[src/rtl/fir_pkg.sv]
// Shared sample types and the lane-select helper used by the FIR lane serializer.
package fir_pkg;

  localparam int SAMPLE_W      = 32;
  localparam int NUM_LANES_MAX = 4;

  typedef logic signed [SAMPLE_W-1:0]        sample_t;
  typedef logic [NUM_LANES_MAX*SAMPLE_W-1:0] block_max_t;

  // Lane 0 sits in the least-significant slot and is the oldest sample of the block.
  function automatic sample_t lane_sel(input block_max_t block, input logic [1:0] idx);
    return block[idx*SAMPLE_W +: SAMPLE_W];
  endfunction

endpackage

[src/rtl/fir_block_fifo.sv]
// Synchronous FIFO of whole filter blocks; full/empty are decoded from the stored-block count.
module fir_block_fifo
  import fir_pkg::*;
#(
  parameter  int WIDTH = 3 * SAMPLE_W,
  parameter  int DEPTH = 4,
  localparam int AW    = (DEPTH > 1) ? $clog2(DEPTH) : 1,
  localparam int LW    = $clog2(DEPTH + 1)
) (
  input  logic             clk,
  input  logic             rst,
  input  logic             push,
  input  logic             pop,
  input  logic [WIDTH-1:0] wdata,
  output logic [WIDTH-1:0] rdata,
  output logic [LW-1:0]    level,
  output logic             full,
  output logic             empty
);

  logic [WIDTH-1:0] mem [DEPTH];

  logic [AW-1:0] wr_ptr_q, wr_ptr_d;
  logic [AW-1:0] rd_ptr_q, rd_ptr_d;
  logic [LW-1:0] level_q, level_d;
  logic          push_ok;
  logic          pop_ok;

  assign full    = (level_q == LW'(DEPTH));
  assign empty   = (level_q == '0);
  assign push_ok = push && !full;
  assign pop_ok  = pop && !empty;

  // DEPTH is a power of two, so pointer overflow is the modulo wrap.
  always_comb begin
    wr_ptr_d = wr_ptr_q;
    rd_ptr_d = rd_ptr_q;
    level_d  = level_q;
    if (push_ok) begin
      wr_ptr_d = wr_ptr_q + 1'b1;
    end
    if (pop_ok) begin
      rd_ptr_d = rd_ptr_q + 1'b1;
    end
    case ({push_ok, pop_ok})
      2'b10:   level_d = level_q + 1'b1;
      2'b01:   level_d = level_q - 1'b1;
      default: level_d = level_q;
    endcase
  end

  always_ff @(posedge clk or posedge rst) begin
    if (rst) begin
      wr_ptr_q <= '0;
      rd_ptr_q <= '0;
      level_q  <= '0;
    end else begin
      wr_ptr_q <= wr_ptr_d;
      rd_ptr_q <= rd_ptr_d;
      level_q  <= level_d;
    end
  end

  always_ff @(posedge clk) begin
    if (push_ok) begin
      mem[wr_ptr_q] <= wdata;
    end
  end

  assign rdata = mem[rd_ptr_q];
  assign level = level_q;

endmodule

[src/rtl/fir_lane_serializer.sv]
// Buffers L-lane FIR output blocks and replays them as a single-lane valid/ready sample stream.
module fir_lane_serializer
  import fir_pkg::*;
#(
  parameter  int L     = 3,
  parameter  int W     = SAMPLE_W,
  parameter  int DEPTH = 4,
  localparam int LW    = $clog2(DEPTH + 1)
) (
  input  logic           clk,
  input  logic           rst,
  input  logic           in_valid,
  input  logic [L*W-1:0] in_data,
  output logic           in_ready,
  output logic           out_valid,
  input  logic           out_ready,
  output logic [W-1:0]   out_data,
  output logic           out_last,
  output logic [LW-1:0]  level,
  output logic           overflow,
  input  logic           ovf_clr
);

  localparam int             LCW       = (L > 1) ? $clog2(L) : 1;
  localparam logic [LCW-1:0] LAST_LANE = LCW'(L - 1);

  logic [L*W-1:0] fifo_rdata;
  logic           fifo_full;
  logic           fifo_empty;
  logic           push;
  logic           drop;
  logic           take;
  logic           blk_done;
  logic [W-1:0]   lane_data;

  logic [LCW-1:0] lane_cnt_q, lane_cnt_d;
  logic           overflow_q, overflow_d;

  // in_ready comes only from registered FIFO state, so a full FIFO refuses even during a release.
  assign in_ready  = !fifo_full;
  assign out_valid = !fifo_empty;
  assign push      = in_valid && in_ready;
  assign drop      = in_valid && !in_ready;
  assign take      = out_valid && out_ready;
  assign blk_done  = take && (lane_cnt_q == LAST_LANE);

  fir_block_fifo #(
    .WIDTH (L * W),
    .DEPTH (DEPTH)
  ) u_fifo (
    .clk   (clk),
    .rst   (rst),
    .push  (push),
    .pop   (blk_done),
    .wdata (in_data),
    .rdata (fifo_rdata),
    .level (level),
    .full  (fifo_full),
    .empty (fifo_empty)
  );

  generate
    if (W == SAMPLE_W && L <= NUM_LANES_MAX) begin : g_pkg_sel
      block_max_t blk_pad;
      assign blk_pad   = block_max_t'(fifo_rdata);
      assign lane_data = lane_sel(blk_pad, 2'(lane_cnt_q));
    end else begin : g_arr_sel
      logic [W-1:0] lanes [L];
      for (genvar gi = 0; gi < L; gi++) begin : g_lane
        assign lanes[gi] = fifo_rdata[gi*W +: W];
      end
      assign lane_data = lanes[lane_cnt_q];
    end
  endgenerate

  // Gating with out_valid keeps unreset storage off the output while empty.
  assign out_data = out_valid ? lane_data : '0;
  assign out_last = out_valid && (lane_cnt_q == LAST_LANE);

  always_comb begin
    lane_cnt_d = lane_cnt_q;
    if (take) begin
      lane_cnt_d = blk_done ? '0 : lane_cnt_q + 1'b1;
    end
    overflow_d = overflow_q;
    if (drop) begin
      overflow_d = 1'b1;
    end else if (ovf_clr) begin
      overflow_d = 1'b0;
    end
  end

  always_ff @(posedge clk or posedge rst) begin
    if (rst) begin
      lane_cnt_q <= '0;
      overflow_q <= 1'b0;
    end else begin
      lane_cnt_q <= lane_cnt_d;
      overflow_q <= overflow_d;
    end
  end

  assign overflow = overflow_q;

endmodule

[config.mk]
export PLATFORM = sky130hd
export DESIGN_NAME = fir_lane_serializer
export DESIGN_NICKNAME = d
export VERILOG_FILES = /design/src/rtl/fir_pkg.sv /design/src/rtl/fir_block_fifo.sv /design/src/rtl/fir_lane_serializer.sv
export SDC_FILE = /design/constraint.sdc
export NUM_CORES = 1
export LEC_CHECK = 0
export ABC_AREA = 0
export ABC_CLOCK_PERIOD_IN_PS = 4500
export CORE_ASPECT_RATIO = 0.75
export CORE_MARGIN = 2
export CORE_UTILIZATION = 55
export DETAILED_ROUTE_END_ITERATION = 10
export PLACE_DENSITY = 0.77
export SLEW_MARGIN = 10
export SYNTH_ARGS = -nofsm -noshare
export SYNTH_HDL_FRONTEND = slang
export SYNTH_HIERARCHICAL = 1
export SYNTH_SLANG_ARGS = --single-unit
[constraint.sdc]
create_clock -name clk -period 4.5 [get_ports clk]
set_input_delay 0.45 -clock clk [delete_from_list [all_inputs] [get_ports clk]]
set_output_delay 0.45 -clock clk [all_outputs]
set_load 0.005 [all_outputs]
==> flow_results.org <==
** Die
- The die is around 150 um tall.
- Effective utilization at floorplan :: a little under three fifths
- Count of pins on the block boundary :: 140
- Site row count :: 53
- The floorplan step set the die width to 200 um.
- Die Outline Area :: ~0.030 mm2
- Core area :: 0.0282 mm2

** Finish
- Proportion of layout cells with a drive suffix above 1 :: ~27%
- The filler cells instantiated in the layout total around 1800.
- Area growth from synthesis to final layout :: 18.8%
- The multi-input combinational cells in the finished layout cover a total of roughly 0.0037 mm2.
- Final Core Density :: 66.7%
- Register area :: about 0.012 mm2
- Net count of the finished layout :: approximately 970

** Timing
- The final hold violation count was 0.
- In this run the tightest slew margin relative to its limit is 35.6%.
- In the final timing run, aggregate negative setup slack is 0 ns.
- Final Critical Period :: roughly 3.8 ns
- Worst-case hold slack :: 0.152 ns
- Measured slew at the worst slew-check pin :: slightly below 1 ns
- Setup violations remaining at the end of the flow were counted as 0.
- Setup repair after global routing left no endpoint under its margin.
- Across all setup checks in the final design, the least slack found is roughly 0.69 ns.
- Fin Clk Skew :: 0.0129 ns
- Highest Clock Rate :: about 260 MHz
- After layout, the worst path uses between 80 and 90% of the clock period.
- The number of pins exceeding their max-slew limit in the final report came to 0.

** Yosys
- Share of synthesized area occupied by flip-flops and latches :: between 70% and 80%
- The cell count after synthesis came out at just over 700.
- Syn Nets :: roughly 820
- The netlist uses 31 different library cells.
- The top cell type by area accounts for between 70 and 80% of the synthesized area.
- The synthesized design contains 394 register bits.
- A synthesized cell averages between 20 and 25 um2.
- In the post-synthesis netlist, the cell with the most instances is sky130_fd_sc_hd__edfxtp_1.
- Post-synthesis instance area :: ~0.016 mm2
- For this run, asynchronously set or reset flops after synthesis account for around 2.5%.
- Most used flip-flop cell after synthesis :: sky130_fd_sc_hd__edfxtp_1
- After synthesis, the cell types taking the most area are sky130_fd_sc_hd__edfxtp_1 73%, sky130_fd_sc_hd__mux4_2 14%, sky130_fd_sc_hd__a211oi_2 4.8%.
- Summed over all instances, the cell type with the most area after synthesis is sky130_fd_sc_hd__edfxtp_1.
- Number of warnings issued by yosys :: 6
- EDFF count, synth :: around 380
- Top cell types by occurrence after synthesis :: 384 x sky130_fd_sc_hd__edfxtp_1, 96 x sky130_fd_sc_hd__mux4_2, 61 x sky130_fd_sc_hd__a211oi_2

** Global route
- Met2 Use GR :: a little over a third
- GR met3 Demand/Resource :: 4.41%
- Vias in the first global route :: 7908
- The initial antenna violation count was 4.
- Summed over all layers, the global routing overflow is 0.
- Total Routing Usage GR :: around a fifth
- The first global-routing pass estimated ~46 mm of wire.
- For this run, global-route usage on met1 was measured as ~28%.
- Highest-utilization routing layer at the global route stage :: met2
- Entering global routing, the biggest net connects 77 pins.

** Place
- During placement, the flow inserted port buffers numbering 139.
- Worst-case setup slack after placement :: 1.16 ns
- Detailed placement finished with a half-perimeter wire length of ~17 mm.
- Global placement routability congestion :: between 0.7 and 0.8

** Detailed routing
- Number of search-and-repair iterations in the first detailed-routing pass :: 5
- After detailed routing, the number of vias per cell comes to about 5.8.
- The count of nets left with antenna violations once routing finished came out at 0.
- Detailed routing inserted a total of about 7400 vias.
- Wires add up to a little under 30 mm.
- Drt drc :: 0
- After the first detailed-routing iteration, the DRC count stood at 510.
- After detailed routing, the average wire length per cell comes to approximately 23 um.

** CTS
- After clock tree synthesis, the clock-pin slew on the worst setup and hold paths is roughly 0.060 ns.
- Post-CTS timing repair inserted 0 buffers for setup.
- The tree is rooted in a sky130_fd_sc_hd__clkbuf_16.
- Total CTS buffers :: 38
- Hold bufs inserted after CTS :: 0
- CTS sink cnt :: a little under 400
- Post-CTS repair changed the size of 0 cells.
- Buffers from clock root to sink, at most :: 3
- TritonCTS clock tree :: built
- Clk Latency, worst-skew pair :: about 0.5 ns
- The H-tree generated during clock tree synthesis spans 2 levels.

** Power
- In this run the power density over the cells is 669 mW/mm2.
- Leakage power :: a little under 6 nW
- IR analysis of the VDD net gives a maximum drop of roughly 0.00057 V.

** Worst setup path
- In this run the worst path has a maximum fanout of 41.
- Class of the most critical setup path :: flop to output port
- Critical path endpoint category :: output port
- Endpoint arrival time on the critical path :: approximately 3.4 ns
- Kind of start point of the critical path :: flop
- Required time of the critical path :: 4.05 ns

** Job
- Max Cap Violations :: 0

** Outcome
- Outcome :: finished, final reports clean

** Hold path
- The path class of the tightest hold or removal check is input port to async pin.
==> power by group <==
part / switching (mW) / leakage, nW / internal [mW]
clock network: 1.27 / 0.603 / 1.82
registers: 0.570 / 3.62 / 4.87
logic: 1.81 / 1.74 / 2.24
total: 3.65 / 5.97 / 8.93
==> metrics by stage <==
stage          area, um2  cells  total power, mW
2_1_floorplan      15800    709             8.18
3_3_place_gp       17600   1204             9.50
3_5_place_dp       17600   1204             9.64
4_1_cts            18800   1273             12.7
5_1_grt            18800   1273             13.2
6_report           18800   1277             12.6
==> path summary, 6_finish.rpt <==
kind | start | end | slack [ns] | depth (start not counted)
worst max register to register | lane_cnt_q[1] | u_fifo/level[2] | 1.45 | 9
worst max-delay path | u_fifo/rd_ptr_q[0] | out_data[8] | 0.69 | 6
worst min-delay path | rst | lane_cnt_q[1] | 0.15 | 2
worst min register to register | overflow | overflow | 0.54 | 2
min in group clk | ovf_clr | overflow | 0.51 | 2
max in group asynchronous | rst | u_fifo/rd_ptr_q[1] | 4.05 | 2
==> cell type report <==
type	instances	share of cell area [%]
Tap cell	385	2.56
Timing Repair Buffer	155	8.51
Multi-Input combinational cell	259	19.4
Clock buffer	46	5.33
Inverter	11	0.220
Sequential cell	394	62.7
Clock inverter	23	1.16
Antenna cell	4	0.0532
==> kinds of logic after synthesis <==
logic type                 after synthesis  synth area share, %
AOI/OAI and AO/OA                       68                 5.15
muxes                                   98                 13.8
buffers and inverters                   56                 2.55
adders and majority gates                6                0.522
DFF                                    394                 74.5
and+or+nand+nor                         81                 3.19
xor gates and xnor gates                 6                0.332
==> critical path, stage by stage (launching register included) <==
cell and delay, ns:
sky130_fd_sc_hd__dfrtp_4 0.99, sky130_fd_sc_hd__buf_4 0.33, sky130_fd_sc_hd__mux4_2 0.51, sky130_fd_sc_hd__nor2b_1 0.15, sky130_fd_sc_hd__a211oi_2 0.27, sky130_fd_sc_hd__a211oi_2 0.08
sky130_fd_sc_hd__clkdlybuf4s50_1 0.50
==> metal layers <==
layer	vias to the layer above	part of all wire, %
li1	3241	-
met1	3858	42
met2	229	51
met3	37	6.3
met4	0	1.5
met5	-	0
==> sequential cells by signal (all words and copies together), names as in the netlist <==
name / count
u_fifo/level: 3
u_fifo/rd_ptr_q: 2
overflow: 1
u_fifo/mem: 384
u_fifo/wr_ptr_q: 2
lane_cnt_q: 2
==> cells in the final DEF (no fill, tap or decap), types with 2 or more instances in the layout <==
cell type / instances
sky130_fd_sc_hd__clkinv_1: 6
sky130_fd_sc_hd__a21o_1: 2
sky130_fd_sc_hd__nor2b_1: 32
sky130_fd_sc_hd__buf_4: 9
sky130_fd_sc_hd__ha_1: 5
sky130_fd_sc_hd__and2_4: 4
sky130_fd_sc_hd__clkbuf_1: 7
sky130_fd_sc_hd__edfxtp_1: 384
sky130_fd_sc_hd__clkdlybuf4s50_1: 139
sky130_fd_sc_hd__mux4_2: 96
sky130_fd_sc_hd__nand2_1: 2
sky130_fd_sc_hd__clkinv_2: 10
sky130_fd_sc_hd__bufinv_16: 4
sky130_fd_sc_hd__a211oi_2: 61
sky130_fd_sc_hd__inv_1: 11
sky130_fd_sc_hd__xor2_1: 3
sky130_fd_sc_hd__dfrtp_4: 4
sky130_fd_sc_hd__dfrtp_1: 6
sky130_fd_sc_hd__xnor2_1: 3
sky130_fd_sc_hd__nor2_1: 3
sky130_fd_sc_hd__a211oi_1: 3
sky130_fd_sc_hd__nor2b_2: 2
sky130_fd_sc_hd__diode_2: 4
sky130_fd_sc_hd__nand2b_1: 34
sky130_fd_sc_hd__clkbuf_16: 39
sky130_fd_sc_hd__buf_12: 7
Power figures use the tool's default switching activity.
